==> config.mk <==
export PLATFORM = sky130hd
export DESIGN_NAME = clock_monitor
export DESIGN_NICKNAME = d
export VERILOG_FILES = /design/src/rtl/clock_pkg.sv /design/src/rtl/sync_edge.sv /design/src/rtl/clock_monitor.sv
export SDC_FILE = /design/constraint.sdc
export NUM_CORES = 1
export LEC_CHECK = 0
export ABC_AREA = 1
export ABC_CLOCK_PERIOD_IN_PS = 2009
export BUFFER_PORTS_ARGS = -buffer_cell sky130_fd_sc_hd__buf_2
export CAP_MARGIN = 5
export CORE_ASPECT_RATIO = 1.5
export CORE_MARGIN = 5
export CORE_UTILIZATION = 42
export CTS_CLUSTER_DIAMETER = 100
export DETAILED_ROUTE_END_ITERATION = 16
export PLACE_DENSITY_LB_ADDON = 0.12
export SLEW_MARGIN = 40
export SYNTH_ARGS = -nofsm -noshare
export SYNTH_HDL_FRONTEND = slang
export SYNTH_SLANG_ARGS = --single-unit
==> constraint.sdc <==
create_clock -name clksrc -period 2.01 [get_ports clksrc]
set_clock_uncertainty 0.05 [all_clocks]
set_input_delay 0.402 -clock clksrc [delete_from_list [all_inputs] [get_ports clksrc]]
set_output_delay 0.402 -clock clksrc [all_outputs]
set_load 0.02 [all_outputs]
==> src/rtl/clock_pkg.sv <==
// Shared definitions for the clock monitor and the clock divider beside it.
package clock_pkg;

   typedef enum logic [1:0] {
      ST_SEARCH = 2'd0,
      ST_TRACK  = 2'd1,
      ST_LOCKED = 2'd2
   } state_t;

   localparam int DEF_THRESHOLD = 50000;

endpackage

==> src/rtl/sync_edge.sv <==
// Three-flop synchronizer for the divided clock with rise/fall detection
// on the two settled stages.
module sync_edge (
   input  logic clksrc,
   input  logic rst_n,
   input  logic i_d,
   output logic o_rise,
   output logic o_fall
);

   logic r_s1, r_s2, r_s3;

   always_ff @(posedge clksrc or negedge rst_n) begin
      if (!rst_n) begin
         r_s1 <= 1'b0;
         r_s2 <= 1'b0;
         r_s3 <= 1'b0;
      end else begin
         r_s1 <= i_d;
         r_s2 <= r_s1;
         r_s3 <= r_s2;
      end
   end

   assign o_rise = r_s2 & ~r_s3;
   assign o_fall = ~r_s2 & r_s3;

endmodule

==> src/rtl/clock_monitor.sv <==
// Measures each half-period of clk_in in clksrc cycles and tracks lock.
// CLOCK_MONITOR_PERIOD_EN enables the full-period measurement output.
import clock_pkg::*;

module clock_monitor #(
   parameter int THRESHOLD  = DEF_THRESHOLD,
   parameter int TOL        = 16,
   parameter int LOCK_COUNT = 4,
   parameter int CW         = 32
) (
   input  logic          clksrc,
   input  logic          rst_n,
   input  logic          clk_in,
   output logic          tick,
   output logic          locked,
   output logic          fault,
   output logic [CW-1:0] period
);

   localparam logic [CW-1:0] LO = CW'(THRESHOLD - TOL);
   localparam logic [CW-1:0] HI = CW'(THRESHOLD + TOL);
   localparam int            SW = $clog2(LOCK_COUNT + 1);
   localparam logic [SW-1:0] LOCK_N = SW'(LOCK_COUNT);

   state_t        r_state, w_next;
   logic [CW-1:0] r_hcount, w_hcount_nxt;
   logic [SW-1:0] r_streak, w_streak_nxt, w_streak_inc;
   logic          w_rise, w_fall, w_edge, w_good, w_stall, w_fault_nxt;
   logic          r_tick, r_locked, r_fault;

   sync_edge u_sync (
      .clksrc (clksrc),
      .rst_n  (rst_n),
      .i_d    (clk_in),
      .o_rise (w_rise),
      .o_fall (w_fall)
   );

   assign w_edge       = w_rise | w_fall;
   assign w_good       = (r_hcount >= LO) && (r_hcount <= HI);
   // an edge always wins over a stall in the same cycle
   assign w_stall      = !w_edge && (r_hcount == HI);
   assign w_streak_inc = r_streak + 1'b1;

   always_comb begin
      w_next       = r_state;
      w_streak_nxt = r_streak;
      w_fault_nxt  = 1'b0;
      case (r_state)
         ST_SEARCH: begin
            if (w_edge) begin
               w_next       = ST_TRACK;
               w_streak_nxt = '0;
            end
         end
         ST_TRACK: begin
            if (w_edge && w_good) begin
               w_streak_nxt = w_streak_inc;
               if (w_streak_inc == LOCK_N) w_next = ST_LOCKED;
            end else if (w_edge) begin
               w_streak_nxt = '0;
               w_fault_nxt  = 1'b1;
            end else if (w_stall) begin
               w_next       = ST_SEARCH;
               w_streak_nxt = '0;
               w_fault_nxt  = 1'b1;
            end
         end
         ST_LOCKED: begin
            if (w_edge && !w_good) begin
               w_next       = ST_TRACK;
               w_streak_nxt = '0;
               w_fault_nxt  = 1'b1;
            end else if (w_stall) begin
               w_next       = ST_SEARCH;
               w_streak_nxt = '0;
               w_fault_nxt  = 1'b1;
            end
         end
         default: w_next = ST_SEARCH;
      endcase
   end

   always_comb begin
      w_hcount_nxt = r_hcount + 1'b1;
      if (w_edge)                                 w_hcount_nxt = CW'(1);
      else if (r_state == ST_SEARCH || w_stall)   w_hcount_nxt = '0;
   end

   always_ff @(posedge clksrc or negedge rst_n) begin
      if (!rst_n) begin
         r_state  <= ST_SEARCH;
         r_hcount <= '0;
         r_streak <= '0;
         r_tick   <= 1'b0;
         r_locked <= 1'b0;
         r_fault  <= 1'b0;
      end else begin
         r_state  <= w_next;
         r_hcount <= w_hcount_nxt;
         r_streak <= w_streak_nxt;
         r_tick   <= w_rise;
         r_locked <= (w_next == ST_LOCKED);
         r_fault  <= w_fault_nxt;
      end
   end

   assign tick   = r_tick;
   assign locked = r_locked;
   assign fault  = r_fault;

`ifdef CLOCK_MONITOR_PERIOD_EN
   logic [CW-1:0] r_lo_half, r_period;

   // half measured at the falling edge pairs with the one closed by the next rise
   always_ff @(posedge clksrc or negedge rst_n) begin
      if (!rst_n) begin
         r_lo_half <= '0;
         r_period  <= '0;
      end else begin
         if (w_fall) r_lo_half <= r_hcount;
         if (w_rise) r_period  <= (r_state == ST_SEARCH) ? '0 : r_lo_half + r_hcount;
      end
   end

   assign period = r_period;
`else
   assign period = '0;
`endif

endmodule

==> summary.md <==
| Metric | Value |
|---|---|
| Area growth syn-to-layout | `7.07%` |
| Netlist Area Pre-Place | `0.00299 sq mm` |
| Fin crit period | `1.87 ns` |
| Period utilization | `93.1%` |
| Area contributors post-synth | `dfrtp_1 (36%), nand2_1 (9.8%), buf_4 (8.0%)` |
| Register Area | `0.00108 sq mm` |
| CTS H-tree depth | `2` |
| WL per Instance | `14.1 um` |
| Worst Setup Start Kind | `flip-flop` |
| Maximum capacitance violations | `0` |
| Post-synth EDFFs | `0` |
| Post-Synthesis Cells | `397` |
| Share of cells above drive strength 1 | `15.3%` |
| CTS tree | `done` |
| Fmax achieved | `0.534 GHz` |
| Die Span Y | `113 um` |
| Postcts setup bufs | `0` |
| CP Class | `flip-flop to flip-flop` |
| Number of distinct library cells after synthesis | `36` |
| First-pass GRT wire length | `11000 um` |
| Fillers | `736` |
| Routed WL | `6920 um` |
| Die area | `0.00895 sq mm` |
| Max-slew headroom | `63.1%` |
| Root buf cell | `clkbuf_8` |
| Fin nets | `425` |
| Initial antenna violation count | `0` |
| Cts bufs inserted | `5` |
| Status | `finished, final reports clean` |
| Avg Synthesized Cell Area | `7.54 sq um` |
| Top-count cell post-synth | `nand2_1` |
| Synth top area share | `36.0%` |
| # diodes | `0` |
| Power Density | `664 mW/mm^2` |
| Initial Utilization | `43.4%` |
| Total negative slack | `0 ns` |
| # DRC | `0` |
| Max-slew violations | `0` |
| GR Overflow Total | `0` |
| GP Congestion | `0.928` |
| Vias in the first global route | `2370` |
| Worst EP arrival | `2.02 ns` |
| Power, Total | `0.00213 W` |
| Area leader, netlist | `dfrtp_1` |
| Leak | `1.49 nW` |
| Warnings, synthesis | `0` |
| Worst Reg-to-Reg Cells | `12` |
| Sequential element share of the synthesized area | `36.0%` |
| Via count | `2382` |
| Core region area | `0.00690 sq mm` |
| Final std cells w/o fill | `491` |
| Peak VDD IR | `261 uV` |
| Num Clock Sinks | `43` |
| Routed Antenna Nets | `0` |
| Final setup fails | `0` |
| Post-synth top cells | `nand2_1 (78), nor2_1 (64), dfrtp_1 (43)` |
| Ys flop type | `dfrtp_1` |
| Chip Width | `78.9 um` |
| Detailed Route Iter0 Violations | `48` |
| Clk pin slew, worst setup/hold paths | `0.08 ns` |
| Pin count of the biggest net entering global routing | `31` |
| Hold WC Path Type | `input pin to asynchronous set/reset pin` |
| Vias per Instance | `4.85` |
| CP required | `2.16 ns` |
| Fraction of registers with async set/reset | `100%` |
| Worst Setup End Kind | `flip-flop` |
| Placed cell count | `482` |
| Clock buffer depth | `2` |
| IO Count | `38` |
| Worst-Margin Slew | `0.554 ns` |
| First-pass detailed-route iteration total | `4` |
| Crit path max fanout | `15` |
| Synthesized flop and latch total | `43` |
| All-Layer GR Usage | `15.9%` |
| FP Rows | `37` |
| Port Buffers | `5` |
| Hold Vio Cnt, Final | `0` |
| Multi-input logic area | `0.00162 sq mm` |
| DPL Wire Length | `5480 um` |
| Worst-Skew Late Latency | `0.30 ns` |
==> final cells by class <==
| cell class | count | share of cell area [%] |
|---|---|---|
| sequential | 43 | 33.7 |
| inverter | 49 | 5.82 |
| timing repair buffer | 12 | 3.75 |
| multi-input combinational | 301 | 50.6 |
| tap | 78 | 3.05 |
| clock buffer | 8 | 3.12 |
==> placed cells by master, fill, tap and decap left out, types with 3 or more instances in the layout <==
cell type | Yosys | layout
nor2_2 | 7 | 7
nand4_1 | 9 | 9
buf_4 | 32 | 4
inv_1 | 36 | 36
nor2_1 | 64 | 63
dfrtp_1 | 43 | 41
nor4_1 | 5 | 4
clkbuf_8 | 0 | 7
conb_1 | 1 | 32
nand3_1 | 17 | 17
o21ai_0 | 7 | 7
buf_2 | 2 | 5
nand2_2 | 5 | 6
nand2_1 | 78 | 77
a21oi_1 | 5 | 5
xor2_1 | 20 | 20
nor3_1 | 19 | 19
inv_2 | 12 | 12
nor2_4 | 2 | 3
ha_1 | 10 | 9
==> where the power goes <==
part           switching (W)  leakage (nW)  internal [W]  total (W)
sequential         0.0000543         0.583      0.000910   0.000965
combinational       0.000375         0.858      0.000187   0.000562
clock               0.000289        0.0515      0.000314   0.000603
==> cells by family (layout without fill, tap and decap cells) <==
group / count (synthesis) / count (layout) / synth area share, %
buf+inv: 84 / 69 / 15.0
xor+xnor: 22 / 22 / 6.44
compound gates: 20 / 20 / 4.18
other cells: 1 / 32 / 0.125
fa+ha+maj: 10 / 10 / 4.18
simple gates: 217 / 217 / 34.2
flops: 43 / 43 / 36.0
==> path summary, 6_finish.rpt <==
path / to / slack (ns) / start
hold / removal: r_streak[1]$_DFFE_PN0P_ / 0.04 / rst_n
hold reg to reg: u_sync.r_s2$_DFF_PN0_ / 0.32 / u_sync.r_s1$_DFF_PN0_
setup reg to reg: r_hcount[18]$_DFF_PN0_ / 0.14 / r_hcount[7]$_DFF_PN0_
min in group clksrc: u_sync.r_s1$_DFF_PN0_ / 0.16 / clk_in
setup / recovery: r_hcount[18]$_DFF_PN0_ / 0.14 / r_hcount[7]$_DFF_PN0_
max in group asynchronous: r_hcount[0]$_DFF_PN0_ / 1.36 / rst_n
==> metrics by stage <==
step / hold WS (ns) / util [%] / setup slack [ns] / area [sq um]
after floorplan: 0.0564 / - / 0.322 / 3110
after global placement: 0.285 / 44.1 / 0.0228 / 3040
after detailed placement: 0.303 / 44.1 / 0.0405 / 3040
after CTS: 0.0537 / 45.6 / 0.0660 / 3150
after global routing: 0.0948 / 46.5 / -0.00551 / 3200
final: 0.0385 / 46.5 / 0.138 / 3200
==> routing by layer <==
layer / up-vias / track usage (%) / part of all wire, %
li1: 1216 / - / -
met3: 13 / 2.29 / 2.0
met4: 0 / 7.22 / 3.3
met5: - / 0 / 0
met2: 32 / 31.1 / 57
met1: 1121 / 16.4 / 38
==> repair_timing <==
action / CTS / global route
resized for setup: 1 / 8
hold endpoints to repair: 0 / 0
pin swaps: 0 / 2
cloned: 0 / 1
hold buffers: 0 / 0
endpoints found under the setup margin: 1 / 5
==> sequential cells by signal, summed over array words and instances, names as in the netlist <==
name         cells
fault            1
locked           1
r_hcount        32
r_state          2
r_streak         3
tick             1
u_sync.r_s1      1
u_sync.r_s2      1
u_sync.r_s3      1
==> critical path, stage by stage (launching register included) <==
cell and delay, ns:
dfrtp_2 0.45, inv_4 0.13, nand2_1 0.07, nor2_2 0.15
nand2_1 0.08, nor2_2 0.12, nand2_2 0.10, nor2_2 0.13
nor2_2 0.06, nand2_2 0.12, buf_12 0.17, a21oi_2 0.04
o21a_1 0.10
Power figures use the tool's default switching activity.
